File: src/rtl/rr_demux_stream.sv
// Purpose : 1-to-NUM_OUT stream demux; accepted beats are dealt round-robin into one-entry output slots.
// Latency : 1 clk from input accept to out_valid on the target channel.
// Backpr. : in_ready follows the target slot only (head-of-line). Other channels drain independently.
// Option  : DEMUX_STEER_EN replaces the round-robin pointer with a per-beat in_sel.
//           Out-of-range in_sel beats are accepted, discarded and flagged on drop_pulse.
module rr_demux_stream #(
  parameter  int W       = 8,
  parameter  int NUM_OUT = 4,
  localparam int SEL_W   = $clog2(NUM_OUT)
) (
  input  logic                 clk,
  input  logic                 rst_n,
  input  logic [W-1:0]         in_data,
  input  logic                 in_valid,
  output logic                 in_ready,
`ifdef DEMUX_STEER_EN
  input  logic [SEL_W-1:0]     in_sel,
  output logic                 drop_pulse,
`endif
  output logic [NUM_OUT*W-1:0] out_data,
  output logic [NUM_OUT-1:0]   out_valid,
  input  logic [NUM_OUT-1:0]   out_ready,
  output logic [SEL_W-1:0]     cur_sel
);

  // Highest legal channel index; used for the explicit wrap and the range check.
  localparam logic [SEL_W-1:0] LAST = SEL_W'(NUM_OUT - 1);

  logic [SEL_W-1:0]            tgt;
  logic                        tgt_ok;
  logic                        tgt_free;
  logic                        acc;
  logic [NUM_OUT-1:0]          load;
  logic [NUM_OUT-1:0]          vld_q;
  logic [NUM_OUT-1:0][W-1:0]   dat_q;

`ifdef DEMUX_STEER_EN
  logic drop_q;

  assign tgt    = in_sel;
  // When NUM_OUT is a power of two every encoding is legal and this folds to 1.
  assign tgt_ok = (in_sel <= LAST);

  // One-cycle flag for a beat that was accepted but had no channel to go to.
  always_ff @(posedge clk or negedge rst_n) begin
    if (!rst_n) drop_q <= 1'b0;
    else        drop_q <= acc & ~tgt_ok;
  end

  assign drop_pulse = drop_q;
`else
  logic [SEL_W-1:0] ptr;

  assign tgt    = ptr;
  assign tgt_ok = 1'b1;

  // Round-robin pointer: steps only on accept, wraps at NUM_OUT-1 (not at 2^SEL_W).
  always_ff @(posedge clk or negedge rst_n) begin
    if (!rst_n)   ptr <= '0;
    else if (acc) ptr <= (ptr == LAST) ? '0 : ptr + SEL_W'(1);
  end
`endif

  // Target slot can take a beat when it is empty or is being drained this cycle.
  // The search is a compare loop so an out-of-range target never indexes past the slot array.
  always_comb begin
    tgt_free = 1'b0;
    for (int k = 0; k < NUM_OUT; k++) begin
      if (tgt == SEL_W'(k)) tgt_free = ~vld_q[k] | out_ready[k];
    end
  end

  assign in_ready = tgt_ok ? tgt_free : 1'b1;
  assign acc      = in_valid & in_ready;

  // Exactly one slot is loaded per accepted in-range beat.
  always_comb begin
    load = '0;
    for (int k = 0; k < NUM_OUT; k++) begin
      load[k] = acc & tgt_ok & (tgt == SEL_W'(k));
    end
  end

  // Output slots: a load wins over a drain, so drain+load keeps valid high with no bubble.
  // Data is only written on load, so it holds while stalled and after draining.
  always_ff @(posedge clk or negedge rst_n) begin
    if (!rst_n) begin
      vld_q <= '0;
      dat_q <= '0;
    end else begin
      for (int k = 0; k < NUM_OUT; k++) begin
        if (load[k]) begin
          vld_q[k] <= 1'b1;
          dat_q[k] <= in_data;
        end else if (out_ready[k]) begin
          vld_q[k] <= 1'b0;
        end
      end
    end
  end

  assign out_valid = vld_q;
  assign out_data  = dat_q;
  assign cur_sel   = tgt;

endmodule

File: config.mk
export PLATFORM = sky130hd
export DESIGN_NAME = rr_demux_stream
export DESIGN_NICKNAME = d
export VERILOG_FILES = /design/src/rtl/rr_demux_stream.sv
export SDC_FILE = /design/constraint.sdc
export NUM_CORES = 1
export LEC_CHECK = 0
export ABC_AREA = 1
export BUFFER_PORTS_ARGS = -buffer_cell sky130_fd_sc_hd__buf_4
export CORE_AREA = 2 2 68 70
export CTS_BUF_LIST = sky130_fd_sc_hd__clkbuf_4 sky130_fd_sc_hd__clkbuf_8
export DETAILED_ROUTE_END_ITERATION = 16
export DIE_AREA = 0 0 70 72
export SYNTH_ARGS = -nofsm -noshare
export SYNTH_HDL_FRONTEND = slang
export SYNTH_SLANG_ARGS = --single-unit
File: constraint.sdc
create_clock -name clk -period 2.5 [get_ports clk]
set_clock_uncertainty 0.2 [all_clocks]
set_input_delay 0.125 -clock clk [delete_from_list [all_inputs] [get_ports clk]]
set_output_delay 0.125 -clock clk [all_outputs]
set_load 0.01 [all_outputs]
==> results of run 1 <==
==> flip-flops by register name, indices dropped and copies added (netlist names) <==
| name | flops |
|---|---|
| out_data | 32 |
| out_valid | 4 |
| cur_sel | 2 |
==> cell families (layout without fill, tap and decap cells) <==
family	after synthesis	in the layout	synth area share (%)
AND/OR/NAND/NOR	100	100	28.0
flip-flops	38	38	56.2
buffers and inverters	17	85	6.28
multiplexers	8	8	5.32
adder cells (fa/ha/maj)	4	4	2.96
AO/OA/AOI/OAI	2	2	1.26
==> worst max-delay path, stage by stage (launching register included) <==
cell,delay [ps]
dfrtp_1,420
inv_1,90
ha_1,400
nand2_1,120
nand2_2,80
nand2_2,60
a21oi_4,290
buf_4,200
==> final timing paths <==
check                                            to
hold reg to reg             out_data[2]$_DFFE_PN0P_
max in group asynchronous  out_data[12]$_DFFE_PN0P_
min in group asynchronous  out_valid[2]$_DFFE_PN0P_
hold / removal               cur_sel[0]$_DFFE_PN0N_
setup reg to reg           out_data[14]$_DFFE_PN0P_
setup / recovery                           in_ready
==> routing by layer <==
metal / share of wire [%] / vias up / routed length, um / track usage, %
li1: - / 700 / - / -
met1: 43 / 658 / 1800 / 22.7
met2: 49 / 46 / 2030 / 29.6
met3: 7.0 / 6 / 291 / 6.39
met4: 1.3 / 0 / 53 / 5.13
met5: 0 / - / 0 / 0
==> power groups by stage <==
| stage | clock, mW | combinational [mW] | sequential [mW] |
|---|---|---|---|
| 2_1_floorplan | 0 | 0.796 | 1.19 |
| 4_1_cts | 0.409 | 1.53 | 1.07 |
| 3_3_place_gp | 0 | 1.50 | 1.07 |
| 3_5_place_dp | 0 | 1.50 | 1.08 |
| 6_report | 0.394 | 1.51 | 1.07 |
| 5_1_grt | 0.433 | 1.68 | 1.11 |
==> cell usage in the layout (no fill, tap or decap) <==
cell type,count
nand2_1,64
buf_4,56
dfrtp_1,38
nand4_1,24
dlygate4sd3_1,13
mux2_2,8
inv_1,7
clkbuf_8,5
nand3_1,4
ha_1,4
nand4_2,3
inv_2,2
nand2_2,2
nor2_1,2
clkinv_2,2
nor2_2,1
a21oi_1,1
a21oi_4,1
==> stage by stage <==
stage | worst slack, ps | utilization (%) | instance area (sq um)
2_1_floorplan | 636 | - | 1690
3_3_place_gp | 343 | 49.4 | 2110
3_5_place_dp | 313 | 49.4 | 2110
4_1_cts | 217 | 54.3 | 2310
5_1_grt | 85.1 | 54.3 | 2310
6_report | 218 | 54.3 | 2310
==> synthesized netlist by cell type (all sizes together) <==
cell type  instances
nand2             66
dfrtp             38
nand4             27
inv                9
mux2               8
buf                6
ha                 4
nand3              4
nor2               3
a21oi              2
clkbuf             2
==> repair_timing <==
item	CTS	global route
endpoints found under the setup margin	0	0
hold buffers	13	0
endpoints found under the hold margin	74	0
==> area by class of cell <==
| cell class | instances | area [sq um] | share of cell area [%] |
|---|---|---|---|
| inverter | 9 | 33.8 | 1.46 |
| tap | 52 | 65.1 | 2.81 |
| multi-input combinational | 114 | 636 | 27.5 |
| clock buffer | 5 | 68.8 | 2.97 |
| sequential | 38 | 951 | 41.1 |
| clock inverter | 2 | 10.0 | 0.432 |
| timing repair buffer | 69 | 551 | 23.8 |
==> results.md, run 1 <==
* Total routed wirelength at 4170 um
* Initial Util at 39.7%
* P_sw at 1.19 mW
* Drt pass-1 iters at 4
* Ant diodes at 0
* Num ports at 54
* Final min period at 2280 ps
* Fin cells at 289
* Number of hold-slack violations in the final timing report at 0
* RR Startpoint: cur_sel[1]$_DFFE_PN0N_
* Vias in the first global route at 1406
* Clock sinks at 38
* Overall power at 2.98 mW
* Setup TNS at 0 ps
* DIE HEIGHT at 72 um
* Hold path start: in_valid
* Synthesized instance count at 169
* Seq cells post-synth at 38
* I/O Buffers at 53
* Largest net degree at the start of global routing at 39
* Int Power at 1.79 mW
* Endpoints failing setup at 0
* Postcts setup bufs at 0
* Worst IR drop on VDD at 0.000609 V
* CP Data Required Time at 2170 ps
* Initial antenna violation count at 0
* Filler cell count in the final layout at 410
* Syn. warnings at 0
* Crit Path Category: reg -> out
* Iter 0 DRT Violations at 96
* Via count at 1410
* Nets@finish at 256
* Max Fclk at 438 MHz
* CTS clk-pin slew, worst paths at 70 ps
* Yosys top cell by area: dfrtp_1
* Slew @ Worst Pin at 484 ps
* Mapped Area at 1690 sq um
* Worst hold path cell count at 3
* GRT Total Usage at 18.0%
* Area grow syn2layout at 36.7%
* Slew HR at 67.7%
* Post-route ant nets at 0
* Die width at 70 um
* Crit path launch type: register
* Avg WL per Cell at 14.4 um
* Max_cap viols at 0
* Hold slack at 49.9 ps
* RSZ-0062 raised after global routing: no
* Max Fanout on Critical Path at 13
* Yosys top cell area share at 56.2%
* Sequential share of power at 35.9%
* Data arrival, critical path at 1960 ps
* Outcome: completed
* DIE AREA at 5040 sq um
* Via density at 4.88
* Syn_area_per_cell at 10.0 sq um
* Detailed Place HPWL at 2980 um
* Seq/Total Area, Yosys at 56.2%
* Logic pwr share at 50.9%
* Netlist cell types at 18
* Layout cells sized above 1 at 33.8%
* H-tree depth at 2
* Clock Latency Late Sink at 290 ps
* Clock Tree Root: clkbuf_8
* Fin crit share at 91.3%
* Drt drc at 0
* R2R cell count at 9
* Hold WC Path Type: in -> reg
* Cts repair resizes at 0
* First-pass GRT wire length at 6980 um
* Switching share of power at 40.0%
* RePlAce Congestion at 0.726
* Mapped Nets at 188
* CP Launch Point: cur_sel[1]$_DFFE_PN0N_
* Remaining global-route overflow at 0
* Clock Power Share at 13.2%
* Dominant cells by area after synthesis: dfrtp_1 (56%), nand2_1 (14%), nand4_1 (8.9%)
* Core area at 4260 sq um
* R2R setup slack at 290 ps
* FP Rows at 24
* Cts bufs inserted at 5
* Worst setup EP type: output port
* Clock Tree Buf Depth at 2
* CTS tree: done
* Leakage power at 1.25 nW
* Pins Over Slew Limit at 0
* Power per cell area at 1290 nW/um^2
* Placed Instances at 269
Power figures use the tool's default switching activity.
==> inputs of run 2 (changes only) <==
--- a/config.mk
+++ b/config.mk
@@ -11,6 +11,7 @@
 export CTS_BUF_LIST = sky130_fd_sc_hd__clkbuf_4 sky130_fd_sc_hd__clkbuf_8
 export DETAILED_ROUTE_END_ITERATION = 16
 export DIE_AREA = 0 0 70 72
+export PLACE_DENSITY = 0.63
 export SYNTH_ARGS = -nofsm -noshare
 export SYNTH_HDL_FRONTEND = slang
 export SYNTH_SLANG_ARGS = --single-unit
==> run 2 against run 1 <==
  * Final area increased by 1.7%
  * Sequential share of layout area decreased by 0.68 points
  * Final cell count increased by 0.69%
  * Flip-flop and latch count unchanged
==> results.md, run 2 (synthesized netlist as in run 1, its figures left out) <==
* Outcome: completed
* M1 wire length at 1970 um (+9.4%)
* Commonest cells after routing, fill and taps aside: nand2_1 (64), buf_4 (57), dfrtp_1 (38)
* GRT Total Usage at 18.5% (+0.49 points)
* FP Rows at 24 (unchanged)
* Layout cells sized above 1 at 34.3% (+0.55 points)
* Drt drc at 0 (unchanged)
* DP Worst Slack at 409 ps (+96.1 ps)
* Met2 Routed Length at 1970 um (-3.1%)
* Iter 0 DRT Violations at 80 (-17%)
* Slew @ Worst Pin at 481 ps (-3.40 ps)
* Max Fanout on Critical Path at 19 (+6)
* Number of hold-slack violations in the final timing report at 0 (unchanged)
* Core area at 4260 sq um (unchanged)
* Crit Path Category: reg -> out
* Worst hold path cell count at 3 (unchanged)
* Critical-path top delay cell: dfrtp_1
* Max layer used: met4
* Crit path launch type: register
* Worst Setup Slack, final at 184 ps (-34.3 ps)
* Fin crit share at 92.6% (+1.4 points)
* CP Depth at 8 (+1)
* Ant diodes at 0 (unchanged)
* First-pass GRT wire length at 7290 um (+4.5%)
* Total routed wirelength at 4240 um (+1.7%)
* Vias in the first global route at 1513 (+7.6%)
* Nets@finish at 257 (+0.39%)
* Num ports at 54 (unchanged)
* Pins Over Slew Limit at 0 (unchanged)
* Hold WC Path Type: in -> reg
* Data arrival, critical path at 1990 ps (+30 ps)
* Clock sinks at 38 (unchanged)
* Initial Util at 39.7% (unchanged)
* Drt pass-1 iters at 4 (unchanged)
* RSZ-0062 raised after global routing: no
* Hold slack at 58.5 ps (+8.52 ps)
* Endpoints failing setup at 0 (unchanged)
* Area grow syn2layout at 39.0%
* Avg WL per Cell at 14.6 um (+0.98%)
* R2R cell count at 9 (unchanged)
* Placed Instances at 270 (+0.37%)
* Leakage power at 1.27 nW (+1.5%)
* Overall power at 3.11 mW (+4.5%)
* Worst setup EP type: output port
* Setup TNS at 0 ps (unchanged)
* Max Fclk at 432 MHz (-1.5%)
* DIE HEIGHT at 72 um (unchanged)
* Via count at 1428 (+1.3%)
* RePlAce Congestion at 0.832 (+15%)
* Fin cells at 291 (+0.69%)
* Remaining global-route overflow at 0 (unchanged)
* Initial antenna violation count at 0 (unchanged)
* I/O Buffers at 53 (unchanged)
* Final min period at 2320 ps (+34.3 ps)
* Slew HR at 67.9% (+0.23 points)
* Number of flip-flops under the largest register name at 32 (unchanged)
* Largest delay contributor family on the critical path: buffers and inverters
* Cts bufs inserted at 5 (unchanged)
* Clock Tree Root: clkbuf_8
* Critical Path Max Stage Delay at 430 ps (about the same)
* Worst IR drop on VDD at 0.000560 V (-8.1%)
* Power per cell area at 1320 nW/um^2 (+2.8%)
* DIE AREA at 5040 sq um (unchanged)
* CTS tree: done
* CP Data Required Time at 2170 ps (about the same)
* Crit path buf inv count at 3 (+1)
* Post-route ant nets at 0 (unchanged)
* Via density at 4.91 (+0.58%)
* Clock Latency Late Sink at 290 ps (about the same)
* H-tree depth at 2 (unchanged)
* Largest net degree at the start of global routing at 39 (unchanged)
* Worst-path cell chain: inv_1 > ha_1 > nand2_1 > nand2_2 > nand2_2 > a21oi_4 > buf_4 > buf_4
* Max_cap viols at 0 (unchanged)
* Most common cell after layout, fill and taps aside: nand2_1
* CTS clk-pin slew, worst paths at 70 ps (about the same)
* Routed wl met3 at 244 um (-16%)
* Detailed Place HPWL at 2910 um (-2.4%)
* Clock Tree Buf Depth at 2 (unchanged)
* Die width at 70 um (unchanged)
-- run 2: worst paths after layout --
path / slack (ps) / end / from
setup / recovery: 180 / in_ready / cur_sel[1]$_DFFE_PN0N_
hold / removal: 60 / cur_sel[0]$_DFFE_PN0N_ / in_valid
setup reg to reg: 380 / out_data[1]$_DFFE_PN0P_ / cur_sel[1]$_DFFE_PN0N_
hold reg to reg: 280 / out_data[3]$_DFFE_PN0P_ / out_data[3]$_DFFE_PN0P_
max in group asynchronous: 1640 / out_data[1]$_DFFE_PN0P_ / rst_n
min in group asynchronous: 130 / out_data[31]$_DFFE_PN0P_ / rst_n
-- run 2: power by group --
part / internal, mW / switching (mW) / leakage (nW)
logic: 0.720 / 0.832 / 0.731
registers: 0.899 / 0.168 / 0.477
clock network: 0.278 / 0.214 / 0.0575
-- run 2: cell type report --
| type | instances | area [sq um] |
|---|---|---|
| Clock buffer | 8 | 110 |
| Fill cell | 395 | 1910 |
| Inverter | 9 | 33.8 |
| Multi-Input combinational cell | 114 | 636 |
| Sequential cell | 38 | 951 |
| Tap cell | 52 | 65.1 |
| Timing Repair Buffer | 70 | 558 |
-- run 2: metrics by stage --
step	util (%)	instance area (sq um)
after CTS	55.2	2350
after global routing	55.2	2350
after floorplan	-	1690
final	55.2	2350
after detailed placement	49.6	2110
after global placement	49.6	2110
-- run 2: tightest hold or removal path: stages --
cell and delay (ps):
buf_4 210, nand3_1 120, nand2_1 50
-- run 2: timing repair --
| item | 4_1_cts | 5_1_grt |
|---|---|---|
| endpoints found under the hold margin | 74 | 0 |
| buffers inserted | 0 | 0 |
| gates resized for setup | 0 | 0 |
| hold buffers | 13 | 0 |
-- run 2: per-layer routing --
layer  global-route usage, %  up-vias
li1                        -      704
met1                    24.8      670
met2                    28.8       49
met3                    5.69        5
met4                    6.41        0
met5                       0        -
==> inputs of run 3 (changes only) <==
--- a/config.mk
+++ b/config.mk
@@ -7,10 +7,11 @@
 export LEC_CHECK = 0
 export ABC_AREA = 1
 export BUFFER_PORTS_ARGS = -buffer_cell sky130_fd_sc_hd__buf_4
-export CORE_AREA = 2 2 68 70
+export CORE_AREA = 4 4 70 72
 export CTS_BUF_LIST = sky130_fd_sc_hd__clkbuf_4 sky130_fd_sc_hd__clkbuf_8
 export DETAILED_ROUTE_END_ITERATION = 16
-export DIE_AREA = 0 0 70 72
+export DIE_AREA = 0 0 74 76
+export MAX_ROUTING_LAYER = met4
 export PLACE_DENSITY = 0.63
 export SYNTH_ARGS = -nofsm -noshare
 export SYNTH_HDL_FRONTEND = slang
==> run 3 against run 2 <==
  * Final area up 1.6%
  * Routed wire length up 2.1%
  * Non-clock buffer count down 1
  * Clock-buffer cell count down 2
  * Maximum frequency about the same
  * Die area up 12%
  * Register-to-register slack about the same
  * Largest power group unchanged
==> results.md, run 3 (synthesized netlist as in run 1, its figures left out) <==
* Worst IR drop on VDD at 0.000597 V (+6.7%)
* Data arrival, critical path at 1990 ps (about the same)
* RSZ-0062 raised after global routing: no
* DIE HEIGHT at 76 um (+5.6%)
* Slew HR at 68.1% (+0.13 points)
* Logic pwr share at 48.0% (-1.9 points)
* Power per cell area at 1370 nW/um^2 (+3.8%)
* Clock sinks at 38 (unchanged)
* Critical Path Max Stage Delay at 430 ps (about the same)
* Via density at 4.83 (-1.5%)
* P_sw at 1.22 mW (+0.21%)
* Via count at 1402 (-1.8%)
* R2R cell count at 9 (unchanged)
* Crit path buf inv count at 2 (-1)
* Endpoints failing setup at 0 (unchanged)
* Crit path launch type: register
* Area occupied by multi-input gates at 636 sq um (unchanged)
* GRT Total Usage at 17.4% (-1.1 points)
* DIE AREA at 5620 sq um (+12%)
* Cts repair resizes at 0 (unchanged)
* Initial antenna violation count at 0 (unchanged)
* Number of flip-flops under the largest register name at 32 (unchanged)
* H-tree depth at 2 (unchanged)
* Remaining global-route overflow at 0 (unchanged)
* Max Fclk at 431 MHz (about the same)
* Sequential share of power at 32.4% (-1.9 points)
* Critical-path top delay cell: dfrtp_1
* Overall power at 3.28 mW (+5.5%)
* Largest net degree at the start of global routing at 39 (unchanged)
* RePlAce Congestion at 0.716 (-14%)
* Layout cells sized above 1 at 34.0% (-0.28 points)
* Crit Path Category: reg -> out
* Clock Power Share at 19.6% (+3.8 points)
* Worst hold path cell count at 3 (unchanged)
* First-pass GRT wire length at 7310 um (+0.29%)
* Switching share of power at 37.1% (-2.0 points)
* Leakage power at 1.28 nW (+1.1%)
* Area grow syn2layout at 41.2%
* CP Data Required Time at 2170 ps (about the same)
* Most common cell after layout, fill and taps aside: nand2_1
* Clock Tree Root: clkbuf_8
* Number of hold-slack violations in the final timing report at 0 (unchanged)
* Cts bufs inserted at 5 (unchanged)
* CTS clk-pin slew, worst paths at 80 ps (about the same)
* Nets@finish at 256 (-0.39%)
* CTS tree: done
* Drt pass-1 iters at 4 (unchanged)
* Drt drc at 0 (unchanged)
* Clock Latency Late Sink at 290 ps (about the same)
* Fin crit share at 92.7% (about the same)
* Ant diodes at 0 (unchanged)
* Worst-path cell chain: inv_1 > ha_1 > nand2_1 > nand2_2 > nand2_2 > a21oi_4 > buf_4
* Core area at 4290 sq um (+0.70%)
* Pins Over Slew Limit at 0 (unchanged)
* Placed Instances at 269 (-0.37%)
* Fin cells at 290 (-0.34%)
* Total routed wirelength at 4330 um (+2.1%)
* Num ports at 54 (unchanged)
* Hold WC Path Type: in -> reg
* Vias in the first global route at 1459 (-3.6%)
* FF+latch area at 951 sq um (unchanged)
* Filler cell count in the final layout at 397 (+0.51%)
* CP Depth at 7 (-1)
* FP Rows at 24 (unchanged)
* Final min period at 2320 ps (+1.42 ps)
* Commonest cells after routing, fill and taps aside: nand2_1 (64), buf_4 (55), dfrtp_1 (38)
* Slew @ Worst Pin at 479 ps (-1.93 ps)
* Cell repeated most along the worst path: nand2_2
* Post-route ant nets at 0 (unchanged)
* I/O Buffers at 53 (unchanged)
* Setup TNS at 0 ps (unchanged)
* Outcome: completed
* Clock Tree Buf Depth at 2 (unchanged)
* Avg WL per Cell at 14.9 um (+2.4%)
* Max_cap viols at 0 (unchanged)
* Worst setup EP type: output port
* Int Power at 2.07 mW (+8.9%)
* Die width at 74 um (+5.7%)
* Initial Util at 39.4% (-0.28 points)
* Max Fanout on Critical Path at 12 (-7)
* Largest delay contributor family on the critical path: flip-flops
* Detailed Place HPWL at 2980 um (+2.3%)
* Iter 0 DRT Violations at 81 (+1.3%)
run 3: cell types whose count changed in the layout (fill, tap and decap cells not counted):
cell,before,now
buf_12,0,1
clkbuf_8,8,6
buf_4,57,55
bufinv_16,0,2
run 3: what timing repair did:
item | in CTS | in global routing
setup buffers | 0 | 0
hold endpoints to repair | 74 | 0
hold buffers | 13 | 0
run 3: per-stage QoR:
| step | setup WS, ps | utilization, % | hold slack [ps] | instance area (sq um) |
|---|---|---|---|---|
| 6_report | 182 | 55.7 | 49.8 | 2390 |
| 5_1_grt | 13.8 | 55.7 | 65.1 | 2390 |
| 4_1_cts | 178 | 55.7 | 36.0 | 2390 |
| 3_5_place_dp | 399 | 49.3 | -78.1 | 2120 |
| 3_3_place_gp | 446 | 49.3 | -78.7 | 2120 |
| 2_1_floorplan | 636 | - | -371 | 1690 |
run 3: cell type report:
| class | count | share of cell area [%] |
|---|---|---|
| repair buffers | 69 | 23.5 |
| well taps | 52 | 2.72 |
| inverters | 9 | 1.41 |
| flip-flops and latches | 38 | 39.8 |
| clock inverters | 2 | 2.51 |
| multi-input cells | 114 | 26.6 |
| clock buffers | 6 | 3.45 |
run 3: per-layer routing:
| metal | vias to the layer above | global-route usage, % | wire length, um |
|---|---|---|---|
| li1 | 706 | - | - |
| met1 | 664 | 21.7 | 1830 |
| met2 | 26 | 27.6 | 2260 |
| met3 | 6 | 3.69 | 165 |
| met4 | 0 | 6.34 | 80 |
| met5 | - | - | 0 |
run 3: final timing paths:
| path | endpoint | start | slack [ps] |
|---|---|---|---|
| setup / recovery | in_ready | cur_sel[1]$_DFFE_PN0N_ | 180 |
| hold / removal | out_data[9]$_DFFE_PN0P_ | in_valid | 50 |
| setup reg to reg | out_data[11]$_DFFE_PN0P_ | cur_sel[1]$_DFFE_PN0N_ | 370 |
| hold reg to reg | out_data[13]$_DFFE_PN0P_ | out_data[13]$_DFFE_PN0P_ | 280 |
| max in group asynchronous | out_valid[1]$_DFFE_PN0P_ | rst_n | 1630 |
| min in group asynchronous | out_valid[3]$_DFFE_PN0P_ | rst_n | 130 |
run 3: power groups by stage:
stage	logic, mW	registers, mW	clock network, mW
finish	1.58	1.06	0.643
CTS	1.60	1.06	0.657
detailed placement	1.57	1.08	0
global route	1.74	1.10	0.687
global placement	1.55	1.07	0
floorplan	0.796	1.19	0
run 3: tightest hold or removal path: cells and delay by family:
kind	cells	cell delay, ps
buffers and inverters	1	210
and+or+nand+nor	2	170
